`config.mk`:
```
export PLATFORM = sky130hd
export DESIGN_NAME = gpio_link_arbiter_flat
export DESIGN_NICKNAME = d
export VERILOG_FILES = /design/src/rtl/gpio_link_arbiter_if.sv /design/src/rtl/gpio_link_arbiter.sv /design/src/flat_wrapper.sv
export SDC_FILE = /design/constraint.sdc
export NUM_CORES = 1
export LEC_CHECK = 0
export CAP_MARGIN = 5
export CORE_AREA = 4 4 257 259
export CTS_CLUSTER_DIAMETER = 120
export DETAILED_ROUTE_END_ITERATION = 8
export DIE_AREA = 0 0 261 263
export PLACE_DENSITY = 0.5
export SETUP_SLACK_MARGIN = 0.02
export SYNTH_ARGS = -nofsm -noshare
export SYNTH_HDL_FRONTEND = slang
export SYNTH_SLANG_ARGS = --single-unit
```
`constraint.sdc`:
```
create_clock -name clock -period 4.3 [get_ports clock]
set_clock_uncertainty 0.05 [all_clocks]
set_input_delay 0.86 -clock clock [delete_from_list [all_inputs] [get_ports clock]]
set_output_delay 0.86 -clock clock [all_outputs]
set_load 0.02 [all_outputs]
```
`src/rtl/gpio_link_arbiter_if.sv`:
```
// Bundle of requester-side and link-side signals for gpio_link_arbiter.
// master = the arbiter itself, slave = requesters plus the GPIO protocol block.
interface gpio_link_arbiter_if #(
    parameter int NUM_REQ = 4,
    parameter int MSG_W   = 128
);
    localparam int OW = $clog2(NUM_REQ);

    // Handshakes: a requester holds req (and its req_msg slice) until it sees
    // its ack/err bit pulse; link_data_ready is held with a stable link_message
    // until the edge that samples link_done high (or the watchdog fires).
    logic [NUM_REQ-1:0]       req;
    logic [NUM_REQ*MSG_W-1:0] req_msg;
    logic [NUM_REQ-1:0]       ack;
    logic [NUM_REQ-1:0]       err;
    logic                     busy;
    logic [OW-1:0]            owner;
    logic                     link_data_ready;
    logic [MSG_W-1:0]         link_message;
    logic                     link_done;
    logic [1:0]               state_dbg;

    modport master (
        input  req, req_msg, link_done,
        output ack, err, busy, owner, link_data_ready, link_message, state_dbg
    );

    modport slave (
        output req, req_msg, link_done,
        input  ack, err, busy, owner, link_data_ready, link_message, state_dbg
    );
endinterface

```
`src/rtl/gpio_link_arbiter.sv`:
```
// Round-robin arbiter sharing the outbound GPIO message path among NUM_REQ requesters.
// Optional link_done watchdog enabled by defining GPIO_ARB_TIMEOUT_EN.
module gpio_link_arbiter #(
    parameter int NUM_REQ    = 4,
    parameter int MSG_W      = 128,
    parameter int GAP_CYCLES = 2,
    parameter int TIMEOUT    = 64
) (
    input  logic                  clock,
    input  logic                  reset,
    gpio_link_arbiter_if.master   bus
);
    localparam int OW = $clog2(NUM_REQ);
    localparam int GW = $clog2(GAP_CYCLES + 1);

    localparam logic [1:0] ST_IDLE = 2'd0;
    localparam logic [1:0] ST_SEND = 2'd1;
    localparam logic [1:0] ST_GAP  = 2'd2;

    logic [1:0]         state_q, state_d;
    logic [OW-1:0]      rr_ptr_q, rr_ptr_d;
    logic [OW-1:0]      owner_q, owner_d;
    logic [MSG_W-1:0]   msg_q, msg_d;
    logic               ldr_q, ldr_d;
    logic [NUM_REQ-1:0] ack_q, ack_d;
    logic [NUM_REQ-1:0] err_q, err_d;
    logic               busy_q, busy_d;
    logic [GW-1:0]      gap_q, gap_d;

    logic [MSG_W-1:0]   slice [NUM_REQ];
    logic               found;
    logic [OW-1:0]      winner;
    logic [OW-1:0]      cand;

    function automatic logic [OW-1:0] wrap_add(input logic [OW-1:0] a, input int b);
        int s;
        s = int'(a) + b;
        if (s >= NUM_REQ) s = s - NUM_REQ;
        return OW'(s);
    endfunction

    for (genvar g = 0; g < NUM_REQ; g++) begin : g_slice
        assign slice[g] = bus.req_msg[g*MSG_W +: MSG_W];
    end

    // First set request at or above rr_ptr, wrapping around.
    always_comb begin
        found  = 1'b0;
        winner = '0;
        cand   = '0;
        for (int i = 0; i < NUM_REQ; i++) begin
            cand = wrap_add(rr_ptr_q, i);
            if (!found && bus.req[cand]) begin
                found  = 1'b1;
                winner = cand;
            end
        end
    end

`ifdef GPIO_ARB_TIMEOUT_EN
    localparam int TW = $clog2(TIMEOUT + 1);
    logic [TW-1:0] tmo_q, tmo_d;
`endif

    always_comb begin
        state_d  = state_q;
        rr_ptr_d = rr_ptr_q;
        owner_d  = owner_q;
        msg_d    = msg_q;
        ldr_d    = ldr_q;
        ack_d    = '0;
        err_d    = '0;
        gap_d    = gap_q;
`ifdef GPIO_ARB_TIMEOUT_EN
        tmo_d    = tmo_q;
`endif
        case (state_q)
            ST_IDLE: begin
                if (found) begin
                    owner_d  = winner;
                    msg_d    = slice[winner];
                    ldr_d    = 1'b1;
                    state_d  = ST_SEND;
                    rr_ptr_d = wrap_add(winner, 1);
`ifdef GPIO_ARB_TIMEOUT_EN
                    tmo_d    = '0;
`endif
                end
            end
            ST_SEND: begin
                // link_done wins over a watchdog expiry on the same edge.
                if (bus.link_done) begin
                    ldr_d          = 1'b0;
                    ack_d[owner_q] = 1'b1;
                    state_d        = ST_GAP;
                    gap_d          = '0;
                end
`ifdef GPIO_ARB_TIMEOUT_EN
                else if (tmo_q == TW'(TIMEOUT - 1)) begin
                    ldr_d          = 1'b0;
                    err_d[owner_q] = 1'b1;
                    state_d        = ST_GAP;
                    gap_d          = '0;
                end else begin
                    tmo_d = tmo_q + 1'b1;
                end
`endif
            end
            ST_GAP: begin
                if (gap_q == GW'(GAP_CYCLES - 1)) state_d = ST_IDLE;
                else                               gap_d   = gap_q + 1'b1;
            end
            default: state_d = ST_IDLE;
        endcase
        busy_d = (state_d != ST_IDLE);
    end

    always_ff @(posedge clock) begin
        if (reset) begin
            state_q  <= ST_IDLE;
            rr_ptr_q <= '0;
            owner_q  <= '0;
            msg_q    <= '0;
            ldr_q    <= 1'b0;
            ack_q    <= '0;
            err_q    <= '0;
            busy_q   <= 1'b0;
            gap_q    <= '0;
`ifdef GPIO_ARB_TIMEOUT_EN
            tmo_q    <= '0;
`endif
        end else begin
            state_q  <= state_d;
            rr_ptr_q <= rr_ptr_d;
            owner_q  <= owner_d;
            msg_q    <= msg_d;
            ldr_q    <= ldr_d;
            ack_q    <= ack_d;
            err_q    <= err_d;
            busy_q   <= busy_d;
            gap_q    <= gap_d;
`ifdef GPIO_ARB_TIMEOUT_EN
            tmo_q    <= tmo_d;
`endif
        end
    end

    assign bus.ack             = ack_q;
    assign bus.err             = err_q;
    assign bus.busy            = busy_q;
    assign bus.owner           = owner_q;
    assign bus.link_data_ready = ldr_q;
    assign bus.link_message    = msg_q;
    assign bus.state_dbg       = state_q;
endmodule

```
`src/flat_wrapper.sv`:
```
// flat-port wrapper written by rule: the top's interface ports become plain ports
module gpio_link_arbiter_flat 
#(
    parameter int NUM_REQ    = 4,
    parameter int MSG_W      = 128,
    parameter int GAP_CYCLES = 2,
    parameter int TIMEOUT    = 64
)
  (clock, reset, bus_req, bus_req_msg, bus_link_done, bus_ack, bus_err, bus_busy, bus_owner, bus_link_data_ready, bus_link_message, bus_state_dbg);
  gpio_link_arbiter_if #(.NUM_REQ(NUM_REQ), .MSG_W(MSG_W)) bus_i ();
  input  logic clock;
  input  logic reset;
  input wire logic [$bits(bus_i.req)-1:0] bus_req;
  input wire logic [$bits(bus_i.req_msg)-1:0] bus_req_msg;
  input wire logic [$bits(bus_i.link_done)-1:0] bus_link_done;
  output wire logic [$bits(bus_i.ack)-1:0] bus_ack;
  output wire logic [$bits(bus_i.err)-1:0] bus_err;
  output wire logic [$bits(bus_i.busy)-1:0] bus_busy;
  output wire logic [$bits(bus_i.owner)-1:0] bus_owner;
  output wire logic [$bits(bus_i.link_data_ready)-1:0] bus_link_data_ready;
  output wire logic [$bits(bus_i.link_message)-1:0] bus_link_message;
  output wire logic [$bits(bus_i.state_dbg)-1:0] bus_state_dbg;
  assign bus_i.req = bus_req;
  assign bus_i.req_msg = bus_req_msg;
  assign bus_i.link_done = bus_link_done;
  assign bus_ack = bus_i.ack;
  assign bus_err = bus_i.err;
  assign bus_busy = bus_i.busy;
  assign bus_owner = bus_i.owner;
  assign bus_link_data_ready = bus_i.link_data_ready;
  assign bus_link_message = bus_i.link_message;
  assign bus_state_dbg = bus_i.state_dbg;
  gpio_link_arbiter #(.NUM_REQ(NUM_REQ), .MSG_W(MSG_W), .GAP_CYCLES(GAP_CYCLES), .TIMEOUT(TIMEOUT)) u_core (.clock(clock), .reset(reset), .bus(bus_i));
endmodule
```
==> results of run 1 <==
-- cell families after synthesis --
family,count (synthesis)
other,1
and+or+nand+nor,170
muxes,256
DFF,142
adders and majority gates,1
AOI/OAI and AO/OA,143
buffers and inverters,80
-- through the flow --
stage | utilization | power (mW) | instance area [sq um]
final | 0.262 | 5.70 | 16700
after CTS | 0.262 | 5.82 | 16700
after global placement | 0.253 | 4.16 | 16100
after floorplan | - | 2.94 | 8600
after global routing | 0.262 | 6.01 | 16700
after detailed placement | 0.253 | 4.16 | 16100
-- power by group --
part           leakage (nW)  total, mW  internal [mW]  switching (mW)
Combinational          4.53       2.44           1.29            1.14
Clock                 0.289       1.59          0.920           0.674
Sequential             1.17       1.67           1.54           0.134
Total                  5.99       5.70           3.75            1.95
-- cell type report --
class / instances / share of cell area
Clock buffer: 21 / 0.0287
Clock inverter: 11 / 0.00777
Inverter: 2 / 0.000448
Multi-Input combinational cell: 574 / 0.315
Sequential cell: 142 / 0.170
Tap cell: 855 / 0.0639
Timing Repair Buffer: 685 / 0.414
-- worst max path at each step --
| stage | from | endpoint | depth (start not counted) |
|---|---|---|---|
| 2_1_floorplan | bus_req[0] | u_core.bus.link_message[127] | 7 |
| 3_3_place_gp | bus_req[0] | u_core.bus.link_message[115] | 8 |
| 3_5_place_dp | bus_req[0] | u_core.bus.link_message[115] | 8 |
| 4_1_cts | bus_req[0] | u_core.bus.link_message[115] | 8 |
| 5_1_grt | bus_req[2] | u_core.bus.link_message[115] | 8 |
| 6_report | bus_req[0] | u_core.bus.link_message[115] | 8 |
-- placed cells by master (no fill, tap or decap), drive strengths merged --
master / n
clkdlybuf4s50: 656
mux2i: 256
dfxtp: 142
nand2: 136
o221ai: 128
buf: 29
clkbuf: 21
nor2: 17
a21oi: 8
inv: 5
nor2b: 4
conb: 4
clkinvlp: 4
o21ai: 4
nor3: 3
or3: 2
nor3b: 2
bufinv: 2
clkinv: 2
nor4: 1
a2bb2oi: 1
or4: 1
a211o: 1
nor4b: 1
or3b: 1
and3b: 1
a311oi: 1
and3: 1
ha: 1
-- worst max-delay path, delay by kind of cell --
kind / cells / cell delay, ns
AO/OA/AOI/OAI: 2 / 0.39
buffers and inverters: 3 / 1.08
multiplexers: 1 / 0.45
AND/OR/NAND/NOR: 2 / 0.36
-- state kept, by name, summed over array words and instances, names as in the netlist --
| name | count |
|---|---|
| u_core.bus.link_data_ready | 1 |
| u_core.bus.link_message | 128 |
| u_core.bus.busy | 1 |
| u_core.bus.ack | 4 |
| u_core.bus.owner | 2 |
| u_core.gap_q | 2 |
| u_core.bus.state_dbg | 2 |
| u_core.rr_ptr_q | 2 |
-- routing by layer --
metal,vias up,wire (microns)
met4,6,883
met1,4071,16000
met5,-,46
met2,381,21300
met3,39,3310
li1,4277,-
-- Yosys cell counts, drive strengths merged --
cell type  instances  area [sq um]
a211o              1          8.76
o221ai           128          1870
a2bb2oi            1          8.76
and3               1          6.26
clkbuf            17          63.8
or3b               1          8.76
nand2            136           510
nor2              17          63.8
buf               61           444
nor4               1          6.26
nor3               3          15.0
nor2b              4          25.0
mux2i            256          2560
or4                1          11.3
a21oi              8          40.0
conb               1          3.75
or3                2          12.5
dfxtp            142          2840
ha                 1          12.5
inv                2          7.51
nor3b              2          15.0
nor4b              1          8.76
and3b              1          8.76
a311oi             1          8.76
o21ai              4          20.0
==> results.yml, run 1 <==
status:
  status: "completed"
timing:
  setup_viol: 0
  finalCritPeriodShare: 0.693
  finalSetupTns_ns: 0
  worst_slew_pin_slew_ns: 0.730
  final.setup.worst_slack_ns: 1.32
  clock.fmax_mhz: 335
  slew_headroom: 0.510
  drv_slew: 0
  finalHoldWorstSlack_ns: 0.412
  min_period_ns: 2.98
  rsz0062_at_grt: "false"
  hold_viol: 0
place:
  gp_congestion: 0.828
  dp_hpwl_microns: 33400
  dp_slack_ns: 0.853
  dp.cells: 2258
  port_buffers: 656
synth:
  yosysWarnings: 0
  yosys.area_share.simple: 0.0806
  ys_seq_area_frac: 0.331
  synth_cell_type_count: 28
  netlist_instances: 793
  synthAdderAreaFrac: 0.00146
  synth_area_sq_um: 8590
  synth_top_family_by_area: "multiplexers"
  synthMuxAreaShare: 0.298
  syn_area_per_cell_sq_um: 10.8
  ys_ff_latch: 142
  synth-compound-area-share: 0.228
  synthXorXnorAreaFrac: 0
worst_setup_path:
  worstPathRequired_ns: 4.60
  critPathMaxStageDelay_ns: 0.46
  path_class: "in -> reg"
  rrSetupSlack_ns: 1.87
  endpoint_kind: "flop"
  timing.rr.end: "u_core.bus.link_message[115]"
  cp_slowest_cell: "clkdlybuf4s50_1"
  reg2reg_from: "u_core.rr_ptr_q[0]"
  rr_worst_depth: 7
  cp_data_arrival_time_ns: 3.28
  path_cells: "clkdlybuf4s50_1 > nor2b_1 > nor2_1 > a2bb2oi_4 > buf_12 > buf_12 > mux2i_1 > o221ai_2"
  start_kind: "input port"
  cp_max_fo: 46
  crit_top_cell: "buf_12"
global_route:
  grt_use_met1: 0.125
  met2_usage: 0.209
  grt_first_pass_wirelength_microns: 59200
  use_met3: 0.0335
  gr-usage-all-layers: 0.114
  antenna_found_initial: 3
  grt_pass1_vias: 9393
  grt-busiest-layer: "met2"
  gr-total-overflow: 0
  grt_max_degree: 77
routing:
  wl_per_cell_microns: 18.1
  dr.pass1.iters: 4
  drc: 0
  postRouteWirelength_microns: 41500
  drt_iter0_markers: 266
  viasPerCell: 3.83
  ant_nets: 0
  vias: 8774
finish:
  multi_input_area_sq_um: 5280
  drive_above_1_share: 0.130
  fin_cells: 2290
  antenna_cells: 0
  finalNetCount: 1942
  area_delta_synth_final_pct: 95.0
  nFillCells: 6638
  regArea_sq_um: 2840
die:
  core_area_sq_um: 63900
  pin_count: 661
  start_util: 0.134
  fp.dieH_microns: 263
  num_rows: 93
  die_x_microns: 261
  die-area_sq_um: 68600
clocking:
  cts_setup_buffers: 0
  cts_tree: "built"
  cts-root-buf: "clkbuf_16"
  htree_levels: 4
  clkSlewWorstSetupHoldPaths_ns: 0.08
  cts_sinks: 142
  cts_buffers: 17
  clockBufferDepth: 2
  clk_latency_ns: 0.46
  ctsHoldBuffers: 0
  cts-resized-gates: 0
power_and_ir_drop:
  vdd_drop_max_mv: 0.226
  p_per_area_nw_per_um2: 341
  leakagePower_nw: 5.99
min_path:
  hold_path.class: "reg -> reg"
  min-delay-start: "u_core.bus.link_message[51]"
  hold_path_depth: 2
  worst_hold_path.endpoint: "u_core.bus.link_message[51]"
job:
  cap_violations: 0
No activity file was read; power rests on OpenSTA's default activity.
==> run 2, diff against run 1 <==
PLACE_DENSITY = 0.52   (was 0.5)
clock period = 2.7 ns   (was 4.3 ns; I/O delays follow)
==> run 2 against run 1 <==
Against the previous run:
- register-to-register slack got worse by 1.3 ns
- worst hold slack worse by 0.00063 ns
- clock-buffer cell count up 1
- sequential power rose by 60%
- sequential share of layout area decreased by 0.36 points
- wire length is 0.20% higher
- clock power is 48% higher
- highest routed layer unchanged
- largest power group unchanged
==> results.yml, run 2 (synthesized netlist as in run 1, its figures left out) <==
routing:
  drt_iter0_markers: 309
  vias: 8903
  drc: 0
  ant_nets: 0
  wl_per_cell_microns: 17.8
  dr.pass1.iters: 4
  postRouteWirelength_microns: 41600
  viasPerCell: 3.81
global_route:
  grt_max_degree: 71
  grt_first_pass_wirelength_microns: 58900
  grt_pass1_vias: 9523
  antenna_found_initial: 2
  gr-total-overflow: 0
  gr-usage-all-layers: 0.114
min_path:
  hold_path_depth: 2
  hold_path.class: "reg -> reg"
  min-delay-start: "u_core.bus.link_message[33]"
clocking:
  cts_buffers: 17
  cts_tree: "built"
  ctsHoldBuffers: 0
  cts_setup_buffers: 0
  clk_latency_ns: 0.47
  htree_levels: 4
  cts_sinks: 142
  clockBufferDepth: 2
  cts-resized-gates: 0
  cts-root-buf: "clkbuf_16"
  clkSlewWorstSetupHoldPaths_ns: 0.06
finish:
  finalNetCount: 1991
  area_delta_synth_final_pct: 99.1
  fin_util: 0.268
  largest_reg_flops: 128
  layout_commonest_cell: "clkdlybuf4s50_1"
  layout_common_cells: "656 x clkdlybuf4s50_1, 256 x mux2i_1, 142 x dfxtp_1"
  drive_above_1_share: 0.156
  nFillCells: 6658
timing:
  drv_slew: 0
  clock.fmax_mhz: 429
  min_period_ns: 2.33
  worst_slew_pin_slew_ns: 0.571
  rsz0062_at_grt: "false"
  slew_headroom: 0.619
  setup_viol: 0
  hold_viol: 0
  final.setup.worst_slack_ns: 0.370
  finalCritPeriodShare: 0.863
die:
  pin_count: 661
  core_area_sq_um: 63900
  num_rows: 93
  die_x_microns: 261
  fp.dieH_microns: 263
  start_util: 0.134
  die-area_sq_um: 68600
place:
  dp_hpwl_microns: 34000
  dp_slack_ns: -0.0585
  gp_congestion: 0.818
  port_buffers: 656
power_and_ir_drop:
  p_int_mw: 5.98
  leakagePower_nw: 6.23
  comb_power_share: 0.446
  vdd_drop_max_mv: 0.255
  pwr-share-clk: 0.260
  netSwitchingPower_mw: 3.09
  switching_share: 0.341
  p_per_area_nw_per_um2: 531
  power_frac_seq: 0.294
worst_setup_path:
  worstPathRequired_ns: 3.05
  path_class: "in -> reg"
  cp_num_cells: 6
  worstSetupStartpoint: "bus_req[1]"
  endpoint_kind: "flop"
  path_cells: "clkdlybuf4s50_1 > nor4_1 > or3_1 > or4_4 > buf_12 > o221ai_2"
  rr_worst_depth: 7
  critPathMaxStageDelay_ns: 0.52
  critPathBufInv: 2
  reg2reg_from: "u_core.rr_ptr_q[0]"
  start_kind: "input port"
  cp_max_fo: 65
  cpLargestDelayFamily: "simple AND/OR/NAND/NOR gates"
  cp_slowest_cell: "clkdlybuf4s50_1"
  cp_data_arrival_time_ns: 2.68
status:
  status: "completed"
job:
  cap_violations: 0
run 2: layout make-up:
class | instances | area, sq um | area share
antenna | 1 | 2.50 | 0.000146
clock buffer | 22 | 474 | 0.0277
clock inverter | 9 | 87.6 | 0.00512
inverter | 2 | 7.51 | 0.000439
multi-input combinational | 574 | 5280 | 0.309
sequential | 142 | 2840 | 0.166
tap | 855 | 1070 | 0.0626
timing repair buffer | 734 | 7340 | 0.429
run 2: path summary, 6_finish.rpt:
check                                      to  slack [ns]
setup reg to reg   u_core.bus.link_message[0]        0.59
hold reg to reg   u_core.bus.link_message[33]        0.41
setup / recovery   u_core.bus.link_message[5]        0.37
hold / removal    u_core.bus.link_message[33]        0.41
run 2: per-layer routing:
layer | wire [microns] | global-route usage
met1 | 15300 | 0.119
met2 | 21700 | 0.211
met3 | 3630 | 0.0413
met4 | 977 | 0.0411
met5 | 13 | 0
run 2: worst min-delay path, cell delays in order, from the launching register on:
cell and delay [ns]:
dfxtp_1 0.32, nand2_1 0.06, o221ai_2 0.05
run 2: stage by stage:
stage	hold slack (ns)	instance area [sq um]	instances	total power, mW	setup TNS (ns)
2_1_floorplan	0.404	8600	796	4.69	0
3_3_place_gp	0.396	16500	2307	6.78	-0.0645
3_5_place_dp	0.396	16500	2307	6.80	-0.182
4_1_cts	0.416	17100	2338	9.26	0
5_1_grt	0.437	17100	2338	9.55	0
6_report	0.412	17100	2339	9.07	0
run 2: power groups by stage:
stage,registers (mW),clock network (mW),logic (mW)
4_1_cts,2.67,2.49,4.11
3_3_place_gp,2.70,0,4.08
2_1_floorplan,3.08,0,1.61
6_report,2.67,2.36,4.05
3_5_place_dp,2.70,0,4.10
5_1_grt,2.70,2.55,4.30
==> run 3, diff against run 2 <==
MAX_ROUTING_LAYER = met4   (was default)
==> run 3 against run 2 <==
Against the previous run:
- setup slack got worse by 0.0016 ns
- non-clock buffer count unchanged
- sequential cell count unchanged
- sequential share of layout area about the same
- clock-buffer cell count unchanged
- global-route usage increased by 0.33 points
- critical endpoint unchanged
- highest routed layer is now met4
==> results.yml, run 3 (synthesized netlist as in run 1, its figures left out) <==
power_and_ir_drop:
  netSwitchingPower_mw: 3.09
  power_mw: 9.08
  p_int_mw: 5.98
  p_per_area_nw_per_um2: 531
  power_frac_seq: 0.294
  vdd_drop_max_mv: 0.256
  leakagePower_nw: 6.23
  comb_power_share: 0.446
  pwr-share-clk: 0.260
  switching_share: 0.341
routing:
  vias: 8902
  viasPerCell: 3.80
  ant_nets: 0
  dr.pass1.iters: 4
  postRouteWirelength_microns: 41600
  drc: 0
  wl_per_cell_microns: 17.8
  drt_iter0_markers: 337
clocking:
  cts_tree: "built"
  cts_sinks: 142
  cts-root-buf: "clkbuf_16"
  cts_setup_buffers: 0
  clkSlewWorstSetupHoldPaths_ns: 0.06
  ctsHoldBuffers: 0
  clk_latency_ns: 0.47
  cts-resized-gates: 0
  clockBufferDepth: 2
  cts_buffers: 17
  htree_levels: 4
timing:
  hold_viol: 0
  min_period_ns: 2.33
  worst_slew_pin_slew_ns: 0.563
  setup_viol: 0
  rsz0062_at_grt: "false"
  finalCritPeriodShare: 0.864
  slew_headroom: 0.624
  drv_slew: 0
  clock.fmax_mhz: 429
place:
  gp_congestion: 0.830
  dp_hpwl_microns: 34000
  port_buffers: 656
global_route:
  gr-total-overflow: 0
  grt_pass1_vias: 9533
  gr-usage-all-layers: 0.118
  grt_max_degree: 71
  grt_first_pass_wirelength_microns: 58800
  antenna_found_initial: 2
finish:
  multi_input_area_sq_um: 5280
  layout_common_cells: "656 x clkdlybuf4s50_1, 256 x mux2i_1, 142 x dfxtp_1"
  regArea_sq_um: 2840
  area_delta_synth_final_pct: 99.2
  layout_commonest_cell: "clkdlybuf4s50_1"
  fin_util: 0.268
  drive_above_1_share: 0.156
  largest_reg_flops: 128
  finalNetCount: 1991
  nFillCells: 6657
job:
  cap_violations: 0
worst_setup_path:
  path_class: "in -> reg"
  rrSetupSlack_ns: 0.59
  start_kind: "input port"
  endpoint_kind: "flop"
  worstPathRequired_ns: 3.05
  cp_max_fo: 65
  cp_data_arrival_time_ns: 2.68
die:
  pin_count: 661
  start_util: 0.134
  die-area_sq_um: 68600
  fp.dieH_microns: 263
  num_rows: 93
  core_area_sq_um: 63900
  die_x_microns: 261
status:
  status: "completed"
min_path:
  hold_path.class: "reg -> reg"
run 3: cell type report:
class / instances / share of cell area
antenna: 2 / 0.000293
clock buffer: 22 / 0.0277
clock inverter: 9 / 0.00512
inverter: 2 / 0.000439
multi-input combinational: 574 / 0.309
sequential: 142 / 0.166
tap: 855 / 0.0626
timing repair buffer: 734 / 0.429
run 3: metrics by stage:
step	cells	TNS [ns]	hold WS (ns)	instance area (sq um)	worst slack, ns
after floorplan	796	0	0.404	8600	0.684
after global placement	2307	-0.0645	0.396	16500	-0.0457
after detailed placement	2307	-0.182	0.396	16500	-0.0585
after CTS	2338	0	0.416	17100	0.390
after global routing	2340	0	0.437	17100	0.323
final	2340	0	0.412	17100	0.368
run 3: power groups by stage:
stage	combinational, mW	sequential (mW)	clock [mW]
finish	4.05	2.67	2.36
global route	4.30	2.70	2.55
CTS	4.11	2.67	2.49
detailed placement	4.10	2.70	0
global placement	4.08	2.70	0
floorplan	1.61	3.08	0
run 3: final timing paths:
path                                              startpoint                           end  cells after the start
worst min-delay path            u_core.bus.link_message[109]  u_core.bus.link_message[109]                      2
worst max-delay path                              bus_req[1]    u_core.bus.link_message[5]                      6
worst max register to register            u_core.rr_ptr_q[0]    u_core.bus.link_message[0]                      7
worst min register to register  u_core.bus.link_message[109]  u_core.bus.link_message[109]                      2
run 3: worst max-delay path, stage by stage:
cell and delay, ns:
clkdlybuf4s50_1 0.52, nor4_1 0.10, or3_1 0.39, or4_4 0.50, buf_12 0.22, o221ai_2 0.25
run 3: layer usage:
| layer | GRT usage | vias up | wire length (microns) |
|---|---|---|---|
| li1 | - | 4378 | - |
| met1 | 0.120 | 4095 | 15500 |
| met2 | 0.211 | 383 | 21700 |
| met3 | 0.0388 | 46 | 3450 |
| met4 | 0.0407 | 0 | 958 |
| met5 | - | - | 0 |
